File: src/rtl/dac7611_pkg.sv
// DAC7611 serial interface definitions shared by the transmitter and receiver.
//   CLK_IDX/SDI_IDX/LD_IDX/CLR_IDX : bit positions of the pins on the 4-bit bus
//   DAC_DATA_W                     : DAC word width (MSB first on the wire)
//   rx_event_e / rx_event()        : per-cycle receiver action after priority resolution
package dac7611_pkg;

   localparam int CLK_IDX    = 3;
   localparam int SDI_IDX    = 2;
   localparam int LD_IDX     = 1;
   localparam int CLR_IDX    = 0;
   localparam int DAC_DATA_W = 12;
   localparam int BIT_CNT_W  = 5;

   typedef enum logic [1:0] {
      EV_NONE,
      EV_CLEAR,
      EV_LATCH,
      EV_SHIFT
   } rx_event_e;

   // CLR level beats LD fall, which beats a CLK rise; a CLK rise while LD
   // is low (or on the same cycle LD falls) is discarded.
   function automatic rx_event_e rx_event(input logic clr_n,
                                          input logic ld_fall,
                                          input logic clk_rise,
                                          input logic ld_high);
      if (!clr_n)              return EV_CLEAR;
      if (ld_fall)             return EV_LATCH;
      if (clk_rise && ld_high) return EV_SHIFT;
      return EV_NONE;
   endfunction

endpackage

File: src/rtl/dac_rx_sync_edge.sv
// Single-line synchronizer with edge detection for an asynchronous DAC pin.
// Optional macro: DAC7611_RX_GLITCH_FILTER_EN adds a 2-sample agreement filter
// (one extra cycle of latency, single-cycle glitches are swallowed).
//   clk, reset : fabric clock, synchronous active-high reset
//   din        : asynchronous pin
//   level      : synchronized (and optionally filtered) level
//   rise, fall : one-cycle edge indications on level
module dac_rx_sync_edge (
   input  logic clk,
   input  logic reset,
   input  logic din,
   output logic level,
   output logic rise,
   output logic fall
);

   logic s1, s2, hist, filt;

   // Everything resets to the idle-high pin level so reset release is edge-free.
   always_ff @(posedge clk) begin
      if (reset) begin
         s1 <= 1'b1;
         s2 <= 1'b1;
      end else begin
         s1 <= din;
         s2 <= s1;
      end
   end

`ifdef DAC7611_RX_GLITCH_FILTER_EN
   logic s3;

   always_ff @(posedge clk) begin
      if (reset) s3 <= 1'b1;
      else       s3 <= s2;
   end

   // hist holds the last filtered value, so it doubles as the filter state.
   assign filt = (s2 == s3) ? s2 : hist;
`else
   assign filt = s2;
`endif

   always_ff @(posedge clk) begin
      if (reset) hist <= 1'b1;
      else       hist <= filt;
   end

   assign level = filt;
   assign rise  = filt & ~hist;
   assign fall  = ~filt & hist;

endmodule

File: src/rtl/dac7611_serial_rx.sv
// Receiver for the DAC7611 4-wire serial write interface. Decodes frames into
// the code the DAC would latch, flags malformed frames and counts them.
// Optional macro: DAC7611_RX_GLITCH_FILTER_EN (see dac_rx_sync_edge).
//   clk, reset     : fabric clock, synchronous active-high reset
//   dac_signals_15 : [3]=CLK [2]=SDI [1]=LD [0]=CLR, asynchronous
//   dac_code       : last code loaded from a good frame
//   load_pulse     : one-cycle strobe when dac_code updates
//   clr_active     : registered synced CLR-low level
//   frame_err      : one-cycle strobe on LD fall with a wrong bit count
//   err_cnt        : saturating count of frame_err strobes
module dac7611_serial_rx
   import dac7611_pkg::*;
#(
   parameter int DATA_W    = DAC_DATA_W,
   parameter int ERR_CNT_W = 8
) (
   input  logic                 clk,
   input  logic                 reset,
   input  logic [3:0]           dac_signals_15,
   output logic [DATA_W-1:0]    dac_code,
   output logic                 load_pulse,
   output logic                 clr_active,
   output logic                 frame_err,
   output logic [ERR_CNT_W-1:0] err_cnt
);

   logic [3:0]           line_lvl, line_rise, line_fall;
   logic [DATA_W-1:0]    shift_reg;
   logic [BIT_CNT_W-1:0] bit_cnt;
   rx_event_e            ev;
   logic                 unused_lines;

   for (genvar i = 0; i < 4; i++) begin : g_line
      dac_rx_sync_edge u_sync (
         .clk   (clk),
         .reset (reset),
         .din   (dac_signals_15[i]),
         .level (line_lvl[i]),
         .rise  (line_rise[i]),
         .fall  (line_fall[i])
      );
   end

   assign unused_lines = ^{line_lvl[CLK_IDX], line_fall[CLK_IDX],
                           line_rise[SDI_IDX], line_fall[SDI_IDX],
                           line_rise[LD_IDX],
                           line_rise[CLR_IDX], line_fall[CLR_IDX]};

   assign ev = rx_event(line_lvl[CLR_IDX], line_fall[LD_IDX],
                        line_rise[CLK_IDX], line_lvl[LD_IDX]);

   always_ff @(posedge clk) begin
      if (reset) begin
         dac_code   <= '0;
         load_pulse <= 1'b0;
         clr_active <= 1'b0;
         frame_err  <= 1'b0;
         err_cnt    <= '0;
         shift_reg  <= '0;
         bit_cnt    <= '0;
      end else begin
         load_pulse <= 1'b0;
         frame_err  <= 1'b0;
         clr_active <= ~line_lvl[CLR_IDX];
         case (ev)
            EV_CLEAR: begin
               dac_code  <= '0;
               shift_reg <= '0;
               bit_cnt   <= '0;
            end
            EV_LATCH: begin
               bit_cnt <= '0;
               if (bit_cnt == BIT_CNT_W'(DATA_W)) begin
                  dac_code   <= shift_reg;
                  load_pulse <= 1'b1;
               end else begin
                  frame_err <= 1'b1;
                  if (err_cnt != '1) err_cnt <= err_cnt + ERR_CNT_W'(1);
               end
            end
            EV_SHIFT: begin
               shift_reg <= {shift_reg[DATA_W-2:0], line_lvl[SDI_IDX]};
               // Saturate so a runaway frame can never wrap back to a valid count.
               if (bit_cnt != '1) bit_cnt <= bit_cnt + BIT_CNT_W'(1);
            end
            default: ;
         endcase
      end
   end

endmodule
File: config.mk
export PLATFORM = sky130hd
export DESIGN_NAME = dac7611_serial_rx
export DESIGN_NICKNAME = d
export VERILOG_FILES = /design/src/rtl/dac7611_pkg.sv /design/src/rtl/dac_rx_sync_edge.sv /design/src/rtl/dac7611_serial_rx.sv
export SDC_FILE = /design/constraint.sdc
export NUM_CORES = 1
export LEC_CHECK = 0
export CAP_MARGIN = 20
export CORE_AREA = 2 2 97 99
export DETAILED_ROUTE_END_ITERATION = 10
export DIE_AREA = 0 0 99 101
export GPL_ROUTABILITY_DRIVEN = 0
export SETUP_SLACK_MARGIN = 0.4
export SLEW_MARGIN = 25
export SYNTH_ARGS = -nofsm -noshare
export SYNTH_HDL_FRONTEND = slang
export SYNTH_HIERARCHICAL = 1
export SYNTH_SLANG_ARGS = --single-unit
export TNS_END_PERCENT = 20
File: constraint.sdc
create_clock -name clk -period 3.05 [get_ports clk]
set_clock_uncertainty 0.05 [all_clocks]
set_input_delay 0.61 -clock clk [delete_from_list [all_inputs] [get_ports clk]]
set_output_delay 0.61 -clock clk [all_outputs]
set_load 0.02 [all_outputs]
==> results.tsv <==
stage	metric	value	unit
status	status	finished, final reports clean	
route	total number of vias	1435	
cells_and_area	Area growth, synth to finish	25.4	%
clocking	clk sink count	50	
worst_setup_path	Critical Path End Type	output pin	
cells_and_area	final instance area	2380	sq um
power	P per Cell Area	458	nW/um^2
global_routing	vias in the first global route	1377	
timing	Setup TNS Final	0	ns
power	Overall Power	1.09	mW
timing	max_slew headroom	0.609	
route	DRC violations left	0	
worst_setup_path	CP startpoint kind	register	
place	Port Buffer Count	28	
clocking	Post-CTS Setup Bufs	0	
clocking	CTS resizes	0	
die	num rows	35	
place	placed wire-length estimate	2470	um
cells_and_area	share of layout cells above drive strength 1	0.0655	
cells_and_area	Final #Nets	238	
cells_and_area	# fillers	956	
logic_synthesis	Net Count, Synth	211	
worst_setup_path	crit path kind	register to output pin	
place	post-place setup slack	1.12	ns
place	placed cell areas	2290	sq um
worst_setup_path	Max FO, Critical Path	8	
global_routing	grt ovf	0	
worst_setup_path	delay-heaviest family, CP	buffers and inverters	
worst_setup_path	buffers and inverters on the worst path	1	
clocking	Clock transition at path regs	0.09	ns
global_routing	initial antenna violation count	0	
die	IO Pins	29	
timing	period utilization	0.678	
timing	Setup WS post-layout	0.981	ns
route	wire per inst	10.6	um
route	initial drt markers	48	
route	total wire length	3620	um
timing	Final Hold Fails	0	
timing	minimum clock period	2.07	ns
global_routing	first-pass GRT wire length	6290	um
timing	final setup violation count	0	
global_routing	Global Route Usage Sum	0.0762	
power	leakage power	0.842	nW
timing	Slew @ Worst Pin	0.587	ns
worst_setup_path	critical path arrival	1.41	ns
min_path	Min-Delay Path Class	register to register	
die	core box area	8980	sq um
clocking	Clock Tree Buf Depth	2	
logic_synthesis	post-synthesis cell area	1900	sq um
logic_synthesis	Mean Syn Cell Area	9.44	sq um
die	DIE HEIGHT	101	um
power	worst-case vdd ir drop	0.000255	V
route	Antenna Violating Nets Remaining	0	
timing	Max Clk Rate	483	MHz
worst_setup_path	worst stage delay on the critical path	0.66	ns
die	starting density of the core	0.211	
route	post-DR vias/cell	4.22	
global_routing	largest net degree at the start of global routing	33	
route	First-pass DRT Iterations	4	
clocking	Root Driver	clkbuf_8	
clocking	Clock Latency Late Sink	0.30	ns
logic_synthesis	synthesized instance count	201	
worst_setup_path	CP max-delay cell	clkdlybuf4s50_1	
timing	max-slew violations	0	
clocking	# hold bufs at CTS	0	
die	Die W	99	um
timing	RSZ-0062 raised after global routing	no	
clocking	CTS Buf Count	5	
worst_setup_path	critical-path cell list	clkdlybuf4s50_1	
cells_and_area	ANT cells	0	
logic_synthesis	Ys Warns	6	
run	Max-Cap Viols	0	
clocking	htree depth	2	
die	die area	10000	sq um
worst_setup_path	Worst Path Required	2.39	ns
clocking	CTS tree	done	
[layout by cell type (no fill, tap or decap)]
cell type        count
a211oi_1             1
a21oi_1             14
a22oi_1             12
and2_1               1
and2_2               1
and2b_1              1
and3_1               2
and3_4               1
and3b_1              1
and4b_1              1
buf_4                3
clkbuf_8             5
clkdlybuf4s50_1     28
clkinv_2             1
clkinv_4             1
clkinvlp_4           1
dfxtp_1             50
ha_1                 4
inv_1                3
mux2i_1              6
nand2_1             18
nand2b_1             2
nand3_1             14
nand4_1              4
nand4_4              1
nand4b_2             1
nor2_1              21
nor2b_1              1
nor3_1               7
nor3b_1              1
o211ai_1             1
o21a_1               1
o21ai_0              3
o21ba_1              1
or2_1               10
or2b_1               1
xnor2_1              1
xor2_1               4
[where the power goes]
| group | switching, mW | internal [mW] |
|---|---|---|
| registers | 0.00462 | 0.660 |
| logic | 0.0255 | 0.0182 |
| clock network | 0.220 | 0.161 |
[area by class of cell]
| class | instances | area [sq um] | area share |
|---|---|---|---|
| clock inverters | 3 | 21.3 | 0.00894 |
| multi-input cells | 137 | 835 | 0.351 |
| repair buffers | 31 | 303 | 0.127 |
| inverters | 3 | 11.3 | 0.00473 |
| flip-flops and latches | 50 | 1000 | 0.421 |
| well taps | 111 | 139 | 0.0584 |
| clock buffers | 5 | 68.8 | 0.0289 |
[per-stage QoR]
stage,hold slack (ns),instances,util
after global placement,0.340,332,0.255
after global routing,0.384,340,0.265
after CTS,0.362,340,0.265
final,0.360,340,0.265
after detailed placement,0.341,332,0.255
after floorplan,0.333,201,-
[final timing paths]
check	startpoint	to	slack [ns]	cells after the start
setup / recovery	err_cnt[3]$_SDFFE_PP0P_	err_cnt[3]	0.98	1
hold reg to reg	g_line[0].u_sync/s1$_SDFF_PP1_	g_line[0].u_sync/level$_SDFF_PP1_	0.36	1
setup reg to reg	bit_cnt[0]$_SDFFE_PP0P_	dac_code[7]$_SDFFE_PP0P_	1.12	6
hold / removal	g_line[0].u_sync/s1$_SDFF_PP1_	g_line[0].u_sync/level$_SDFF_PP1_	0.36	1
[routing by layer]
metal | vias to the layer above | share of wire | global-route usage
met4 | 0 | 0.0022 | 0.0126
li1 | 751 | - | -
met1 | 655 | 0.50 | 0.102
met3 | 2 | 0.055 | 0.0257
met5 | - | 0 | 0
met2 | 27 | 0.44 | 0.122
Note: power is estimated with default switching activity, not from simulation.
